--- src/rtl/regfile_mp_pkg.sv ---
// Shared CPU constants and types used by the register file and its scoreboard.
package regfile_mp_pkg;

    localparam int unsigned CPU_DATA_W = 32;
    localparam int unsigned CPU_NREGS  = 32;
    localparam int unsigned CPU_ADDR_W = $clog2(CPU_NREGS);

    typedef logic [CPU_ADDR_W-1:0] regAddr_t;

endpackage

--- src/rtl/regfile_scoreboard.sv ---
// Pending-write scoreboard: one busy bit per register plus a registered population count.
module regfile_scoreboard
    import regfile_mp_pkg::*;
#(
    parameter int unsigned NREGS    = CPU_NREGS,
    parameter int unsigned ADDR_W   = $clog2(NREGS),
    parameter bit          BYPASS   = 1'b1,
    parameter bit          ZERO_REG = 1'b1
) (
    input  logic              clk,
    input  logic              reset,
    input  logic              sb_set,
    input  logic [ADDR_W-1:0] sb_addr,
    input  logic              reg_write,
    input  logic [ADDR_W-1:0] wrAddr,
    input  logic [ADDR_W-1:0] rdAddrA,
    input  logic [ADDR_W-1:0] rdAddrB,
    output logic              busyA,
    output logic              busyB,
    output logic [ADDR_W:0]   busy_cnt
);

    logic [NREGS-1:0] busy_q, busy_d;
    logic [ADDR_W:0]  cnt_q, cnt_d;
    logic             setEff, incCnt, decCnt;

    assign setEff = sb_set && !(ZERO_REG && sb_addr == '0);

    always_comb begin
        busy_d = busy_q;
        if (reg_write) busy_d[wrAddr] = 1'b0;
        // Applied after the clear so a same-address issue keeps the register pending.
        if (setEff) busy_d[sb_addr] = 1'b1;
    end

    // Incremental count avoids a full popcount tree; set-on-busy and set+clear same addr net 0.
    always_comb begin
        incCnt = setEff && !busy_q[sb_addr];
        decCnt = reg_write && busy_q[wrAddr] && !(setEff && sb_addr == wrAddr);
        cnt_d  = cnt_q + (ADDR_W+1)'(incCnt) - (ADDR_W+1)'(decCnt);
    end

    always_ff @(posedge clk or negedge reset) begin
        if (!reset) begin
            busy_q <= '0;
            cnt_q  <= '0;
        end else begin
            busy_q <= busy_d;
            cnt_q  <= cnt_d;
        end
    end

    always_comb begin
        busyA = busy_q[rdAddrA];
        busyB = busy_q[rdAddrB];
        if (BYPASS && reg_write && wrAddr == rdAddrA) busyA = 1'b0;
        if (BYPASS && reg_write && wrAddr == rdAddrB) busyB = 1'b0;
    end

    assign busy_cnt = cnt_q;

endmodule

--- src/rtl/regfile_mp.sv ---
// Two-read one-write register file with optional write forwarding, hardwired r0
// and a pending-write scoreboard.
module regfile_mp
    import regfile_mp_pkg::*;
#(
    parameter int unsigned DATA_W   = CPU_DATA_W,
    parameter int unsigned NREGS    = CPU_NREGS,
    parameter bit          BYPASS   = 1'b1,
    parameter bit          ZERO_REG = 1'b1,
    localparam int unsigned ADDR_W  = $clog2(NREGS)
) (
    input  logic              clk,
    input  logic              reset,
    input  logic              reg_write,
    input  logic [ADDR_W-1:0] wrAddr,
    input  logic [DATA_W-1:0] wrData,
    input  logic [ADDR_W-1:0] rdAddrA,
    input  logic [ADDR_W-1:0] rdAddrB,
    output logic [DATA_W-1:0] rdDataA,
    output logic [DATA_W-1:0] rdDataB,
    input  logic              sb_set,
    input  logic [ADDR_W-1:0] sb_addr,
    output logic              busyA,
    output logic              busyB,
    output logic [ADDR_W:0]   busy_cnt
);

    logic [DATA_W-1:0] regs_q [NREGS];
    logic              weLive;
    logic              weStore;

    // Gated by reset so a write held during reset neither lands nor forwards.
    assign weLive  = reg_write && reset;
    assign weStore = weLive && !(ZERO_REG && wrAddr == '0);

    always_ff @(posedge clk or negedge reset) begin
        if (!reset) begin
            for (int i = 0; i < int'(NREGS); i++) regs_q[i] <= '0;
        end else if (weStore) begin
            regs_q[wrAddr] <= wrData;
        end
    end

    function automatic logic [DATA_W-1:0] readPort(input logic [ADDR_W-1:0] addr,
                                                    input logic [DATA_W-1:0] stored);
        logic [DATA_W-1:0] val;
        val = stored;
        if (BYPASS && weLive && wrAddr == addr) val = wrData;
        if (ZERO_REG && addr == '0) val = '0;
        return val;
    endfunction

    always_comb begin
        rdDataA = readPort(rdAddrA, regs_q[rdAddrA]);
        rdDataB = readPort(rdAddrB, regs_q[rdAddrB]);
    end

    regfile_scoreboard #(
        .NREGS    (NREGS),
        .ADDR_W   (ADDR_W),
        .BYPASS   (BYPASS),
        .ZERO_REG (ZERO_REG)
    ) u_scoreboard (
        .clk       (clk),
        .reset     (reset),
        .sb_set    (sb_set),
        .sb_addr   (sb_addr),
        .reg_write (weLive),
        .wrAddr    (wrAddr),
        .rdAddrA   (rdAddrA),
        .rdAddrB   (rdAddrB),
        .busyA     (busyA),
        .busyB     (busyB),
        .busy_cnt  (busy_cnt)
    );

endmodule

--- config.mk ---
export PLATFORM = sky130hd
export DESIGN_NAME = regfile_mp
export DESIGN_NICKNAME = d
export VERILOG_FILES = /design/src/rtl/regfile_mp_pkg.sv /design/src/rtl/regfile_scoreboard.sv /design/src/rtl/regfile_mp.sv
export SDC_FILE = /design/constraint.sdc
export NUM_CORES = 2
export LEC_CHECK = 0
export BUFFER_PORTS_ARGS = -buffer_cell sky130_fd_sc_hd__buf_4
export CORE_ASPECT_RATIO = 1.4
export CORE_MARGIN = 8
export CORE_UTILIZATION = 25
export DETAILED_ROUTE_END_ITERATION = 8
export GPL_ROUTABILITY_DRIVEN = 0
export MAX_ROUTING_LAYER = met4
export PLACE_DENSITY = 0.5
export SYNTH_ARGS = -nofsm -noshare
export SYNTH_HDL_FRONTEND = slang
export SYNTH_SLANG_ARGS = --single-unit
--- constraint.sdc ---
create_clock -name clk -period 3.1 [get_ports clk]
set_clock_uncertainty 0.2 [all_clocks]
set_input_delay 0.31 -clock clk [delete_from_list [all_inputs] [get_ports clk]]
set_output_delay 0.31 -clock clk [all_outputs]
set_load 0.05 [all_outputs]
==> impl_metrics.json <==
{
  "synthCells": 3979,
  "cts_buffers": 117,
  "multi_input_area_mm2": 0.0299,
  "fillers": 22557,
  "nets": 4333,
  "drive_above_1_share_pct": 55.4,
  "initial_core_util_pct": 25.1,
  "fmax_mhz": 302,
  "status": "finished, violations left",
  "routedWlPerCell_um": 31.6,
  "drt_iter0_markers": 3616,
  "worstSetupEndpointType": "output port",
  "grt_usage_pct": 19.2,
  "p_leak_nw": 31.0,
  "clockPowerShare_pct": 35.9,
  "die_y_um": 583,
  "cp-start-kind": "flop",
  "synth-edff-count": 0,
  "post-place-ws_ns": -0.319,
  "ys_seq_area_share_pct": 46.3,
  "criticalPathCategory": "flop to output port",
  "fp.coreArea_mm2": 0.229,
  "ant_nets": 0,
  "via_per_inst": 5.39,
  "placedInstanceArea_mm2": 0.0654,
  "grt_max_degree": 160,
  "vias": 40000,
  "p_int_mw": 28.9,
  "relSlewSlack_pct": 30.9,
  "hpwl_mm": 154,
  "num_rows": 208,
  "clock_latency_ns": 0.74,
  "design_area_mm2": 0.0714,
  "register_area_mm2": 0.0266,
  "finalSetupViolations": 20,
  "switching_share_pct": 29.1,
  "clk_pin_slew_ns": 0.06,
  "antenna_found_initial": 16,
  "hold_viol": 0,
  "grt-ovfl-total": 0,
  "wirelength_mm": 234,
  "p_seq_share_pct": 42.0,
  "place.port_buffers": 127,
  "root_buffer": "clkbuf_16",
  "ys.flop_type": "dfrtp_1",
  "die_w_um": 421,
  "combPwrFrac_pct": 22.1,
  "dieArea_mm2": 0.245,
  "drt_first_pass_iters": 6,
  "netlist_area_mm2": 0.0573,
  "slew_viol_final": 0,
  "power_density_mw_per_mm2": 572,
  "fin_ws_ns": -0.215,
  "crit_fanout": 2,
  "met1_length_mm": 96.4,
  "grt_pass1_vias": 41676,
  "clockBufferDepth": 3,
  "violations": "negative setup slack",
  "wl_met2_mm": 113,
  "fin_crit_sh_pct": 107,
  "yosys_warnings": 0,
  "rsz0062_at_grt": "true",
  "p_switching_mw": 11.9,
  "yosys_register_bits": 1062,
  "fin_crit_ns": 3.32,
  "ctsHtreeMaxLevel": 3,
  "cts_tree": "done",
  "fin_util_pct": 31.2,
  "synthArstFlopShare_pct": 100,
  "grt_pass1_wl_mm": 332,
  "arrival_ns": 2.81,
  "area_growth_pct": 24.4,
  "drc": 0,
  "io-pin-count": 128,
  "synth_nets": 4042,
  "route.met3.wl_mm": 13.5,
  "highest_layer": "met4",
  "hold_path_class": "input port to flop",
  "ir_worst_vdd_mv": 0.451,
  "syn_area_per_cell_um2": 14.4,
  "worst_pin_slew_ns": 1.04,
  "ys_types": 58,
  "required_ns": 2.59,
  "cap_viol_max_count": 0,
  "cts_sinks": 1062
}
[cells by family after synthesis]
group	synth area share (%)
AOI/OAI and AO/OA	6.38
xor gates and xnor gates	0.305
adders and majority gates	0.166
buffers and inverters	3.64
DFF	46.3
muxes	41.3
and+or+nand+nor	1.88
[cells in the mapped netlist (3+ instances only)]
library cell / instances / area, um2
or3b_2: 4 / 35.0
nand4_1: 6 / 37.5
a21oi_1: 103 / 515
o22ai_1: 19 / 119
or3_1: 4 / 25.0
o221a_2: 19 / 214
a22o_1: 45 / 394
buf_2: 174 / 871
o21ai_0: 42 / 210
dfrtp_1: 1062 / 26600
a221oi_1: 5 / 43.8
clkbuf_1: 241 / 905
nand3b_1: 10 / 75.1
o211ai_1: 14 / 105
a221o_1: 15 / 150
nand3_1: 24 / 120
mux2i_1: 276 / 2760
a32o_1: 14 / 140
xor2_1: 6 / 52.6
o2111ai_1: 7 / 61.3
buf_1: 21 / 78.8
ha_1: 6 / 75.1
nor2_1: 35 / 131
nor3b_1: 6 / 45.0
nand2_1: 75 / 282
buf_4: 17 / 128
and3b_1: 3 / 26.3
nand2b_1: 5 / 31.3
nor3_1: 5 / 25.0
a31oi_1: 3 / 18.8
a22oi_1: 118 / 886
mux2_2: 995 / 11200
and2_1: 8 / 50.1
o221ai_1: 67 / 587
nor2b_1: 14 / 87.6
a211oi_1: 18 / 135
mux4_2: 431 / 9710
inv_1: 22 / 82.6
xnor2_1: 14 / 123
[through the flow]
stage / setup TNS (ns) / total power [mW] / hold WS (ns) / std cells
floorplan: 0 / 22.3 / -0.186 / 3979
global placement: -2.55 / 25.6 / 0.179 / 7115
detailed placement: -1.86 / 25.8 / 0.175 / 7115
CTS: -3.31 / 41.0 / 0.0247 / 7399
global route: -3.53 / 42.3 / 0.110 / 7418
finish: -1.48 / 40.8 / 0.0962 / 7418
[per-layer routing]
metal  vias to the layer above  track usage [%]
met5                         -                -
met4                         0             7.58
met2                      1551             31.0
met1                     21904             24.1
li1                      16065                -
met3                       480             3.09
[worst max-delay path, stage by stage (launching register included)]
cell and delay (ns):
dfrtp_1 0.38, mux4_2 0.49, mux2_4 0.29, a221o_1 0.36, a32o_2 0.37, buf_8 0.18
[cell usage in the layout, fill, tap and decap left out, types with 15 or more instances in the layout]
| cell type | count |
|---|---|
| a22oi_2 | 35 |
| inv_1 | 20 |
| dfrtp_1 | 1062 |
| a22o_1 | 37 |
| clkbuf_1 | 24 |
| a21oi_2 | 20 |
| buf_6 | 26 |
| nor2_1 | 15 |
| buf_8 | 28 |
| buf_4 | 373 |
| nand2_1 | 49 |
| mux2_2 | 992 |
| nand3_1 | 22 |
| a21oi_1 | 75 |
| buf_12 | 149 |
| clkinv_2 | 18 |
| a211oi_2 | 17 |
| dlygate4sd3_1 | 49 |
| nor2_4 | 19 |
| o22ai_1 | 16 |
| o21ai_0 | 28 |
| mux4_2 | 431 |
| nand2_2 | 16 |
| a221o_1 | 15 |
| clkbuf_16 | 118 |
| o221ai_1 | 64 |
| mux2i_1 | 267 |
| clkbuf_8 | 29 |
| a22oi_1 | 83 |
[cell type report]
class | count | share of cell area, %
sequential | 1062 | 37.2
timing repair buffer | 627 | 9.87
multi-input combinational | 2440 | 41.9
clock buffer | 171 | 4.82
inverter | 22 | 0.116
tap | 3045 | 5.34
clock inverter | 41 | 0.719
antenna | 10 | 0.0351
[power by group through the flow]
stage | sequential, mW | clock [mW] | combinational [mW]
after CTS | 17.1 | 14.9 | 8.99
after floorplan | 17.0 | 0 | 5.33
after global placement | 17.2 | 0 | 8.40
final | 17.1 | 14.6 | 9.03
after global routing | 17.3 | 15.4 | 9.56
after detailed placement | 17.3 | 0 | 8.45
[repair_timing]
item                                   4_1_cts  5_1_grt
hold buffers                                50        0
setup endpoints to repair                   63       61
gates cloned                                 0        0
resized for setup                          261       49
endpoints found under the hold margin     1377        0
pin swaps                                   98       42
setup buffers                               30       11
[registers in the layout, indices dropped and copies added (netlist names)]
| signal | count |
|---|---|
| regs_q | 1024 |
| u_scoreboard.busy_q | 32 |
| u_scoreboard.busy_cnt | 6 |
[path summary, 6_finish.rpt]
kind / endpoint / from / cells past startpoint / slack [ns]
setup / recovery: rdDataA[21] / regs_q[789] / 5 / -0.22
hold / removal: u_scoreboard.busy_q[25] / reg_write / 5 / 0.1
setup reg to reg: u_scoreboard.busy_cnt[4] / u_scoreboard.busy_q[19] / 13 / 0
hold reg to reg: regs_q[995] / regs_q[995] / 0 / 0.19
max in group asynchronous: regs_q[650] / reset / 5 / 0.91
min in group asynchronous: regs_q[690] / reset / 4 / 0.17
Power figures use the tool's default switching activity.
